### src/rtl/coin_return_dispenser_if.sv
// Refund request/amount from the vending controller and coin-motor drive/status back to it.
interface coin_return_dispenser_if;
  logic        refund_req;
  logic [11:0] amount;
  logic        busy;
  logic        dollar_out;
  logic        quarter_out;
  logic        done;
  logic [4:0]  remainder;

  modport master (
    output refund_req, amount,
    input  busy, dollar_out, quarter_out, done, remainder
  );

  modport slave (
    input  refund_req, amount,
    output busy, dollar_out, quarter_out, done, remainder
  );
endinterface

### src/rtl/coin_return_dispenser.sv
// Turns a latched cents balance into timed dollar then quarter hopper pulses, reports leftover cents.
// Busy = coins*(1+PULSE+GAP)+2 cycles; requests arriving while busy are dropped, never queued.
module coin_return_dispenser #(
  parameter int PULSE_CYCLES = 25_000_000,
  parameter int GAP_CYCLES   = 25_000_000
) (
  input logic                   clk,
  input logic                   reset,
  coin_return_dispenser_if.slave bus
);

  typedef enum logic [2:0] {
    IDLE, SELECT, D_ON, D_GAP, Q_ON, Q_GAP, DONE
  } state_t;

  localparam int MAX_CYC = (PULSE_CYCLES > GAP_CYCLES) ? PULSE_CYCLES : GAP_CYCLES;
  localparam int TW      = ($clog2(MAX_CYC) > 26) ? $clog2(MAX_CYC) : 26;
  localparam logic [TW-1:0] PULSE_LOAD = TW'(PULSE_CYCLES - 1);
  localparam logic [TW-1:0] GAP_LOAD   = TW'(GAP_CYCLES - 1);

  state_t        state, state_nxt;
  logic [TW-1:0] timer, timer_nxt;
  logic [11:0]   bal, bal_nxt;
  logic [4:0]    rem_q, rem_nxt;
  logic          req_prev;
  logic          req_edge;
  logic          busy_q, dollar_q, quarter_q, done_q;

  assign req_edge = bus.refund_req & ~req_prev;

  always_comb begin
    state_nxt = state;
    timer_nxt = timer;
    bal_nxt   = bal;
    rem_nxt   = rem_q;
    case (state)
      IDLE: begin
        if (req_edge) begin
          bal_nxt   = bus.amount;
          state_nxt = SELECT;
        end
      end
      SELECT: begin
        if (bal >= 12'd100) begin
          state_nxt = D_ON;
          timer_nxt = PULSE_LOAD;
        end else if (bal >= 12'd25) begin
          state_nxt = Q_ON;
          timer_nxt = PULSE_LOAD;
        end else begin
          state_nxt = DONE;
        end
      end
      D_ON: begin
        if (timer == '0) begin
          state_nxt = D_GAP;
          timer_nxt = GAP_LOAD;
          bal_nxt   = bal - 12'd100;
        end else begin
          timer_nxt = timer - 1'b1;
        end
      end
      Q_ON: begin
        if (timer == '0) begin
          state_nxt = Q_GAP;
          timer_nxt = GAP_LOAD;
          bal_nxt   = bal - 12'd25;
        end else begin
          timer_nxt = timer - 1'b1;
        end
      end
      D_GAP, Q_GAP: begin
        if (timer == '0) begin
          state_nxt = SELECT;
        end else begin
          timer_nxt = timer - 1'b1;
        end
      end
      DONE: begin
        state_nxt = IDLE;
      end
      default: begin
        state_nxt = IDLE;
      end
    endcase
    // Capture the leftover as DONE is entered so it is already valid alongside the done strobe.
    if (state_nxt == DONE) begin
      rem_nxt = bal_nxt[4:0];
    end
  end

  always_ff @(posedge clk or negedge reset) begin
    if (!reset) begin
      state     <= IDLE;
      timer     <= '0;
      bal       <= '0;
      rem_q     <= '0;
      req_prev  <= 1'b0;
      busy_q    <= 1'b0;
      dollar_q  <= 1'b0;
      quarter_q <= 1'b0;
      done_q    <= 1'b0;
    end else begin
      state     <= state_nxt;
      timer     <= timer_nxt;
      bal       <= bal_nxt;
      rem_q     <= rem_nxt;
      req_prev  <= bus.refund_req;
      // Outputs are flopped from the next state so they toggle cleanly with the state register.
      busy_q    <= (state_nxt != IDLE);
      dollar_q  <= (state_nxt == D_ON);
      quarter_q <= (state_nxt == Q_ON);
      done_q    <= (state_nxt == DONE);
    end
  end

  assign bus.busy        = busy_q;
  assign bus.dollar_out  = dollar_q;
  assign bus.quarter_out = quarter_q;
  assign bus.done        = done_q;
  assign bus.remainder   = rem_q;

endmodule
### src/flat_wrapper.sv
// flat-port wrapper written by rule: the top's interface ports become plain ports
module coin_return_dispenser_flat 
#(
  parameter int PULSE_CYCLES = 25_000_000,
  parameter int GAP_CYCLES   = 25_000_000
)
  (clk, reset, bus_refund_req, bus_amount, bus_busy, bus_dollar_out, bus_quarter_out, bus_done, bus_remainder);
  coin_return_dispenser_if bus_i ();
  input logic clk;
  input logic reset;
  input wire logic [$bits(bus_i.refund_req)-1:0] bus_refund_req;
  input wire logic [$bits(bus_i.amount)-1:0] bus_amount;
  output wire logic [$bits(bus_i.busy)-1:0] bus_busy;
  output wire logic [$bits(bus_i.dollar_out)-1:0] bus_dollar_out;
  output wire logic [$bits(bus_i.quarter_out)-1:0] bus_quarter_out;
  output wire logic [$bits(bus_i.done)-1:0] bus_done;
  output wire logic [$bits(bus_i.remainder)-1:0] bus_remainder;
  assign bus_i.refund_req = bus_refund_req;
  assign bus_i.amount = bus_amount;
  assign bus_busy = bus_i.busy;
  assign bus_dollar_out = bus_i.dollar_out;
  assign bus_quarter_out = bus_i.quarter_out;
  assign bus_done = bus_i.done;
  assign bus_remainder = bus_i.remainder;
  coin_return_dispenser #(.PULSE_CYCLES(PULSE_CYCLES), .GAP_CYCLES(GAP_CYCLES)) u_core (.clk(clk), .reset(reset), .bus(bus_i));
endmodule
### config.mk
export PLATFORM = sky130hd
export DESIGN_NAME = coin_return_dispenser_flat
export DESIGN_NICKNAME = d
export VERILOG_FILES = /design/src/rtl/coin_return_dispenser_if.sv /design/src/rtl/coin_return_dispenser.sv /design/src/flat_wrapper.sv
export SDC_FILE = /design/constraint.sdc
export NUM_CORES = 1
export LEC_CHECK = 0
export CORE_ASPECT_RATIO = 1.5
export CORE_MARGIN = 2
export CORE_UTILIZATION = 64
export DETAILED_ROUTE_END_ITERATION = 16
export DONT_BUFFER_PORTS = 1
export HOLD_SLACK_MARGIN = 0.15
export PLACE_DENSITY_LB_ADDON = 0.2
export SYNTH_ARGS = -nofsm -noshare
export SYNTH_HDL_FRONTEND = slang
export SYNTH_SLANG_ARGS = --single-unit
export TNS_END_PERCENT = 20
### constraint.sdc
create_clock -name clk -period 3.1 [get_ports clk]
set_clock_uncertainty 0.15 [all_clocks]
set_input_delay 0.31 -clock clk [delete_from_list [all_inputs] [get_ports clk]]
set_output_delay 0.31 -clock clk [all_outputs]
set_load 0.02 [all_outputs]
==> results_dict.tcl, run 1 <==
set metrics [dict create \
    ys_ff_latch 51 \
    post_cts_buffers 0 \
    yosysSeqAreaShare_pct 39.2 \
    num_vias 3051 \
    grt_max_degree 52 \
    fmax_mhz 349 \
    drive_gt1_share_pct 9.61 \
    design_area_um2 3580 \
    die_h_um 91.3 \
    p_leak_nw 1.36 \
    h-tree-depth 2 \
    diodes 0 \
    rsz0062_at_grt "no" \
    cts-resized-gates 0 \
    rows 31 \
    die_area_um2 5680 \
    clockBufferDepth 2 \
    cp.arrival_ps 2900 \
    ir_drop_mv 0.274 \
    path_max_fanout 10 \
    post_drt_wl_per_cell_um 18.9 \
    slew_violations 0 \
    cap_viol_max_count 0 \
    cts_root_buffer "clkbuf_8" \
    hold_viol 0 \
    pwr_density_cell_nw_per_um2 294 \
    hp-class "reg -> reg" \
    syn_area_um2 3250 \
    numCtsBuffers 5 \
    post_drt_via_cell_ratio 6.76 \
    synth_ff_type "dfrtp_1" \
    grt_usage_pct 31.3 \
    layout_common_cells "dfrtp_1 (51), nand2_1 (39), a21oi_1 (28)" \
    cp_slowest_cell "or4b_2" \
    fin_crit_ps 2870 \
    yosys_warnings 0 \
    antenna_found_initial 0 \
    cp_slowest_stage_delay_ps 700 \
    finalCritPeriodShare_pct 92.5 \
    ys_types 58 \
    path_buf_inv 1 \
    path_class "reg -> reg" \
    ant_nets 0 \
    drc 0 \
    die_w_um 62.2 \
    clk_pin_slew_ps 90 \
    layout_commonest_cell "dfrtp_1" \
    port_buffers 0 \
    crit_chain "inv_1 -> ha_1 -> or4b_2 -> nor4_2 -> a21o_1 -> and2_1 -> o21ai_0 -> o311ai_0" \
    grt_pass1_vias 2978 \
    grt_first_pass_wirelength_um 14200 \
    worst_pin_slew_ps 689 \
    overflow 0 \
    nets 408 \
    crit_family "simple AND/OR/NAND/NOR gates" \
    gp_congestion 1.02 \
    crit_path_start_kind "flop" \
    clk_latency_ps 300 \
    dpl-instance-area_um2 3340 \
    initial_core_util_pct 67.1 \
    synth.avg_cell_area_um2 8.74 \
    routed_wirelength_um 8510 \
    drtPass1Iterations 5 \
    outcome "complete, no violations" \
    maxSlewHeadroom_pct 53.7 \
    io_pins 24 \
    drtIter0Drc 308 \
    syn_nets 394 \
    syn_inst 372 \
    fin_setup_tns_ps 0 \
    core-area_um2 4850 \
    synth_edf_count 0 \
    cts.sinks 51 \
    post-dp-hpwl_um 6130 \
    setup_viol 0 \
    areaGrowthSynthToFinish_pct 10.0 \
    crit_required_ps 3140 \
    synth-async-reset-ratio_pct 100 \
    setup.worst_path.end_class "flop" \
    cts_tree "done" \
]
[layout make-up]
cell class,count,area (µm²)
Inverter,12,45.0
Fill cell,373,1270
Sequential cell,51,1280
Clock buffer,6,72.6
Tap cell,66,82.6
Timing Repair Buffer,26,250
Multi-Input combinational cell,290,1850
[synthesized netlist by cell type, types with 3 or more instances]
library cell  instances  area, µm²
a22oi_1               9       67.6
nand2_1              39        146
nor4_2                3       37.5
o21ai_0              26        130
and2_1                5       31.3
o311ai_0              4       35.0
o21ai_1               5       25.0
a2111oi_0             3       26.3
or2_2                 4       25.0
nor3_1               14       70.1
o31ai_1              11       82.6
a21oi_1              28        140
or3_1                10       62.6
ha_1                  7       87.6
a211oi_1              6       45.0
a21o_1                3       22.5
nand2b_1              5       31.3
nand3_1              12       60.1
nor2_1               26       97.6
o211ai_1              4       30.0
or4_1                10       75.1
a31oi_1               3       18.8
buf_2                 6       30.0
or2_1                 3       18.8
xnor2_1              11       96.3
clkbuf_1             12       45.0
inv_1                12       45.0
dfrtp_1              51       1280
[per-stage QoR]
stage	util, %	setup WS (ps)	hold WS, ps	instances	total power [mW]
floorplan	-	554	-136	372	0.680
global placement	68.9	324	-135	430	0.680
detailed placement	68.9	269	-135	430	0.680
CTS	73.8	251	371	451	1.05
global route	73.8	88.9	403	451	1.09
finish	73.8	234	374	451	1.05
[cell families (layout without fill, tap and decap cells)]
family / count (synthesis) / in the layout / synth area share (%)
AND/OR/NAND/NOR: 149 / 149 / 26.0
AO/OA/AOI/OAI: 119 / 119 / 24.0
flip-flops: 51 / 51 / 39.2
buffers and inverters: 31 / 44 / 3.81
XOR/XNOR: 12 / 12 / 3.23
adder cells (fa/ha/maj): 7 / 7 / 2.69
multiplexers: 3 / 3 / 1.00
[path summary, 6_finish.rpt]
| path | start | endpoint | cells after the start | slack, ps |
|---|---|---|---|---|
| worst max register to register | u_core.timer[0] | u_core.timer[4] | 8 | 230 |
| min in group asynchronous | reset | u_core.bal[3] | 2 | 380 |
| worst min register to register | u_core.timer[0] | u_core.timer[0] | 1 | 370 |
| worst min-delay path | u_core.timer[0] | u_core.timer[0] | 1 | 370 |
| max in group asynchronous | reset | u_core.timer[3] | 2 | 2190 |
| worst max-delay path | u_core.timer[0] | u_core.timer[4] | 8 | 230 |
[flip-flops by register name (all words and copies together) (netlist names)]
signal and flops:
u_core.bus.remainder 5, u_core.bus.quarter_out 1, u_core.timer 26, u_core.bus.dollar_out 1
u_core.req_prev 1, u_core.bal 12, u_core.bus.busy 1, u_core.bus.done 1
u_core.state 3
[repair_timing]
item,in CTS,in global routing
endpoints found under the hold margin,64,0
hold buffers,15,0
setup endpoints to repair,0,0
[power breakdown]
group / total (mW) / internal, mW / leakage (nW) / switching, mW
Combinational: 0.0325 / 0.0159 / 0.765 / 0.0166
Sequential: 0.665 / 0.665 / 0.554 / 0.000166
Clock: 0.353 / 0.151 / 0.0371 / 0.202
Total: 1.05 / 0.832 / 1.36 / 0.219
[per-layer routing]
| layer | vias up | routed length [µm] | GRT usage [%] | share of wire (%) |
|---|---|---|---|---|
| li1 | 1421 | - | - | - |
| met1 | 1446 | 3220 | 34.4 | 38 |
| met2 | 139 | 4390 | 56.4 | 52 |
| met3 | 45 | 404 | 4.46 | 4.7 |
| met4 | 0 | 493 | 19.1 | 5.8 |
| met5 | - | 0 | 0 | 0 |
No activity file was read; power rests on OpenSTA's default activity.
==> run 2, diff against run 1 <==
--- a/config.mk
+++ b/config.mk
@@ -7,7 +7,7 @@
 export LEC_CHECK = 0
 export CORE_ASPECT_RATIO = 1.5
 export CORE_MARGIN = 2
-export CORE_UTILIZATION = 64
+export CORE_UTILIZATION = 50
 export DETAILED_ROUTE_END_ITERATION = 16
 export DONT_BUFFER_PORTS = 1
 export HOLD_SLACK_MARGIN = 0.15
==> run 2 against run 1 <==
Compared with the run above:
- first-iteration DRC count is 61% lower
- via count is 2.5% lower
- register-to-register slack hardly changed
- critical path depth stayed put
- largest power group unchanged
==> results_dict.tcl, run 2 (same netlist as run 1, synthesis figures left out) <==
set metrics [dict create \
    p_clk_share_pct 35.4 \
    drive_gt1_share_pct 10.8 \
    switching_share_pct 22.3 \
    path_max_fanout 6 \
    r2r-end "u_core.bus.remainder[4]" \
    clk_pin_slew_ps 100 \
    crit_family "simple AND/OR/NAND/NOR gates" \
    cts.sinks 51 \
    ant_nets 0 \
    pwr_density_cell_nw_per_um2 298 \
    overflow 0 \
    seq_area_um2 1280 \
    power_frac_seq_pct 61.6 \
    grt_pass1_vias 3036 \
    initial_core_util_pct 50.8 \
    top_layer "met4" \
    port_buffers 0 \
    power_frac_comb_pct 3.0 \
    post-dp-hpwl_um 6380 \
    core-area_um2 6400 \
    outcome "complete, no violations" \
    drc 0 \
    crit_top_cell "o21ai_1" \
    antenna_found_initial 0 \
    die_w_um 69.8 \
    hold_viol 0 \
    num_vias 2976 \
    nets 410 \
    setup_viol 0 \
    clk_latency_ps 320 \
    cp_slowest_cell "or4b_2" \
    layout_commonest_cell "dfrtp_1" \
    cp.arrival_ps 2930 \
    rsz0062_at_grt "no" \
    h-tree-depth 2 \
    path_buf_inv 1 \
    setup.worst_path.end_class "flop" \
    p_switching_mw 0.241 \
    crit_chain "inv_1 -> ha_1 -> or4b_2 -> nor4_4 -> and2_1 -> o21ai_1 -> o31ai_1 -> o21ai_1" \
    cp_slowest_stage_delay_ps 700 \
    regToRegSetupSlack_ps 230 \
    slew_violations 0 \
    intPower_mw 0.839 \
    gp_congestion 0.934 \
    post_drt_via_cell_ratio 6.40 \
    p_leak_nw 1.37 \
    cts_root_buffer "clkbuf_8" \
    die_area_um2 7180 \
    layout_common_cells "dfrtp_1 (51), nand2_1 (39), a21oi_1 (28)" \
    drtPass1Iterations 5 \
    hp-class "in -> async" \
    fin_crit_ps 2870 \
    r2r-start "u_core.timer[0]" \
    maxSlewHeadroom_pct 53.8 \
    grt_first_pass_wirelength_um 14200 \
    largest_register_ffs 26 \
    io_pins 24 \
    largest_register "u_core.timer" \
    rows 36 \
    clockBufferDepth 2 \
    finalCritPeriodShare_pct 92.7 \
    diodes 0 \
    areaGrowthSynthToFinish_pct 11.3 \
    ff2ff_path_depth 8 \
    fin_setup_tns_ps 0 \
    routed_wirelength_um 8670 \
    crit_required_ps 3150 \
    multi_input_comb_area_um2 1850 \
    die_h_um 103 \
    worst_pin_slew_ps 687 \
    cap_viol_max_count 0 \
    drtIter0Drc 120 \
    whs_ps 360 \
    path_class "reg -> reg" \
    wl_met3_um 270 \
    ir_drop_mv 0.217 \
    drt-met1-wl_um 3260 \
    numCtsBuffers 5 \
    fillerInstances 593 \
    post_drt_wl_per_cell_um 18.6 \
    grt_max_degree 52 \
    grt_usage_pct 25.3 \
    dr_wl_met2_um 4700 \
    crit_path_start_kind "flop" \
    fmax_mhz 348 \
    cts_tree "done" \
]
[run 2: cell count changes in the layout (fill, tap and decap cells not counted)]
| cell | previous run | this run |
|---|---|---|
| and2_1 | 5 | 4 |
| clkinvlp_4 | 0 | 1 |
| clkinv_2 | 0 | 1 |
| buf_4 | 11 | 13 |
| and2_2 | 0 | 1 |
[run 2: cell type report]
| class | count | share of cell area [%] |
|---|---|---|
| multi-input combinational | 290 | 51.2 |
| sequential | 51 | 35.3 |
| tap | 76 | 2.63 |
| timing repair buffer | 28 | 7.33 |
| clock inverter | 2 | 0.346 |
| inverter | 12 | 1.24 |
| clock buffer | 6 | 2.00 |
[run 2: layer usage]
metal	vias to the layer above	GRT usage, %
met5	-	0
met4	0	15.7
met3	31	3.42
met2	82	48.0
met1	1449	26.4
li1	1414	-
[run 2: repair_timing]
action / CTS / global route
setup endpoints to repair: 0 / 1
hold buffers: 15 / 0
setup buffers: 0 / 0
resized for setup: 0 / 1
endpoints found under the hold margin: 66 / 0
[run 2: per-stage QoR]
| step | instances | util, % | cell area [µm²] | setup WS, ps | power (mW) |
|---|---|---|---|---|---|
| after floorplan | 372 | - | 3250 | 554 | 0.680 |
| after global placement | 442 | 52.6 | 3370 | 261 | 0.680 |
| after detailed placement | 442 | 52.6 | 3370 | 184 | 0.680 |
| after CTS | 465 | 56.6 | 3620 | 182 | 1.10 |
| after global routing | 465 | 56.6 | 3620 | 49.5 | 1.12 |
| final | 465 | 56.6 | 3620 | 225 | 1.08 |
[run 2: worst max-delay path by stage]
stage	slack, ps	endpoint	cells after the start	startpoint
after floorplan	550	u_core.timer[16]	9	u_core.timer[0]
after global placement	260	u_core.timer[5]	8	u_core.timer[0]
after detailed placement	180	u_core.timer[4]	8	u_core.timer[0]
after CTS	180	u_core.timer[4]	8	u_core.timer[0]
after global routing	50	u_core.bus.remainder[4]	8	u_core.timer[0]
final	230	u_core.bus.remainder[4]	8	u_core.timer[0]
[run 2: power by group through the flow]
stage | clock [mW] | sequential (mW) | combinational (mW)
2_1_floorplan | 0 | 0.679 | 0.00101
3_3_place_gp | 0 | 0.679 | 0.00132
3_5_place_dp | 0 | 0.679 | 0.00137
4_1_cts | 0.401 | 0.665 | 0.0337
5_1_grt | 0.422 | 0.666 | 0.0364
6_report | 0.382 | 0.665 | 0.0327
==> run 3, diff against run 2 <==
--- a/config.mk
+++ b/config.mk
@@ -7,7 +7,7 @@
 export LEC_CHECK = 0
 export CORE_ASPECT_RATIO = 1.5
 export CORE_MARGIN = 2
-export CORE_UTILIZATION = 50
+export CORE_UTILIZATION = 35
 export DETAILED_ROUTE_END_ITERATION = 16
 export DONT_BUFFER_PORTS = 1
 export HOLD_SLACK_MARGIN = 0.15
==> run 3 against run 2 <==
Compared with the run above:
- critical path depth did not move
- first-iteration DRC count rose by 28%
- setup slack got worse by 56 ps
- cell count rose by 8.2%
- maximum frequency fell by 1.9%
- critical endpoint is now u_core.timer[4]
==> results_dict.tcl, run 3 (same netlist as run 1, synthesis figures left out) <==
set metrics [dict create \
    dpl.cell_count 481 \
    power_frac_comb_pct 2.4 \
    ir_drop_mv 0.250 \
    areaGrowthSynthToFinish_pct 15.7 \
    hold_viol 0 \
    grt.busiest_layer "met2" \
    drc 0 \
    power_mw 1.33 \
    ant_nets 0 \
    switching_share_pct 20.7 \
    fmax_mhz 341 \
    die_h_um 122 \
    power_frac_seq_pct 49.9 \
    hp-class "in -> async" \
    grt_usage_pct 20.0 \
    maxSlewHeadroom_pct 55.7 \
    die_area_um2 10100 \
    ff2ff_path_depth 8 \
    crit_chain "inv_1 -> ha_1 -> or4b_2 -> nor4_2 -> a21o_1 -> and2_1 -> o21ai_0 -> o311ai_0" \
    grt_pass1_vias 2993 \
    largest_register "u_core.timer" \
    initial_core_util_pct 35.6 \
    use_met3_pct 2.59 \
    grt_util_met1_pct 21.8 \
    whs_ps 365 \
    layout_common_cells "dfrtp_1 (51), nand2_1 (39), a21oi_1 (28)" \
    core-area_um2 9150 \
    clk_latency_ps 300 \
    io_pins 24 \
    cts_root_buffer "clkbuf_16" \
    intPower_mw 1.06 \
    p_switching_mw 0.276 \
    cp_slowest_stage_delay_ps 700 \
    die_w_um 82.7 \
    finalCritPeriodShare_pct 94.6 \
    rsz0062_at_grt "no" \
    routed_wirelength_um 9490 \
    crit_required_ps 3140 \
    slew_violations 0 \
    cap_viol_max_count 0 \
    outcome "complete, no violations" \
    grt_first_pass_wirelength_um 15300 \
    h-tree-depth 2 \
    grt_max_degree 52 \
    dpl-instance-area_um2 3430 \
    fin_ws_ps 169 \
    cp.arrival_ps 2970 \
    drtPass1Iterations 5 \
    drive_gt1_share_pct 11.3 \
    diodes 0 \
    pwr_density_cell_nw_per_um2 355 \
    cts.sinks 51 \
    num_vias 2962 \
    pre_cts_ws_ps 203 \
    fin_setup_tns_ps 0 \
    design_area_um2 3760 \
    nets 413 \
    r2r-start "u_core.timer[0]" \
    overflow 0 \
    fin_crit_ps 2930 \
    gp_congestion 0.830 \
    antenna_found_initial 0 \
    post-route-util_pct 41.1 \
    p_leak_nw 1.42 \
    post_cts_buffers 0 \
    crit_path_start_kind "flop" \
    path_max_fanout 10 \
    clockBufferDepth 2 \
    clk_pin_slew_ps 70 \
    drtIter0Drc 153 \
    largest_register_ffs 26 \
    cts_tree "done" \
    layoutNonFillerInstCount 503 \
    met2_usage_pct 37.6 \
    post_drt_via_cell_ratio 5.89 \
    fillerInstances 941 \
    post-dp-hpwl_um 7010 \
    p_clk_share_pct 47.7 \
    cp_slowest_cell "or4b_2" \
    setup_viol 0 \
    numCtsBuffers 5 \
    port_buffers 0 \
    rows 43 \
    post_drt_wl_per_cell_um 18.9 \
    path_class "reg -> reg" \
    layout_commonest_cell "dfrtp_1" \
    startpoint "u_core.timer[0]" \
    setup.worst_path.end_class "flop" \
    worst_pin_slew_ps 659 \
]
## run 3: cell types whose count changed in the layout (fill, tap and decap cells not counted), sizes merged
cell | before | now
clkbuf | 6 | 5
bufinv | 0 | 1
buf | 14 | 17
clkinv | 1 | 0
## run 3: critical path: cells and delay by family (launching register included)
kind,cells,cell delay [ps]
simple gates,3,1420
compound gates,3,570
flops,1,410
fa+ha+maj,1,210
buf+inv,1,70
## run 3: what timing repair did
item	in CTS	in global routing
endpoints found under the setup margin	0	0
endpoints found under the hold margin	65	0
resized for setup	0	0
hold buffers	15	0
## run 3: area by class of cell
cell class              instances  area (µm²)  share of cell area, %
clock buffers                   5         125                   3.32
clock inverters                 2        37.5                  0.997
multi-input cells             290        1850                   49.2
flip-flops and latches         51        1280                   33.9
repair buffers                 31         288                   7.65
inverters                      12        45.0                   1.20
well taps                     112         140                   3.72
## run 3: worst paths after layout
kind	slack (ps)	to
worst min register to register	370	u_core.timer[0]
worst max register to register	170	u_core.timer[4]
worst max-delay path	170	u_core.timer[4]
max in group asynchronous	2180	u_core.timer[0]
min in group clk	370	u_core.timer[0]
worst min-delay path	370	u_core.bal[4]
## run 3: per-layer routing
metal / up-vias / share of wire (%)
met5: - / 0
met2: 89 / 55
met3: 18 / 3.5
li1: 1420 / -
met4: 0 / 2.9
met1: 1435 / 38
## run 3: power groups by stage
stage | Clock (mW) | Combinational [mW] | Sequential, mW
5_1_grt | 0.670 | 0.0373 | 0.665
6_report | 0.636 | 0.0325 | 0.666
3_5_place_dp | 0 | 0.00125 | 0.679
2_1_floorplan | 0 | 0.00101 | 0.679
3_3_place_gp | 0 | 0.00128 | 0.679
4_1_cts | 0.653 | 0.0345 | 0.665
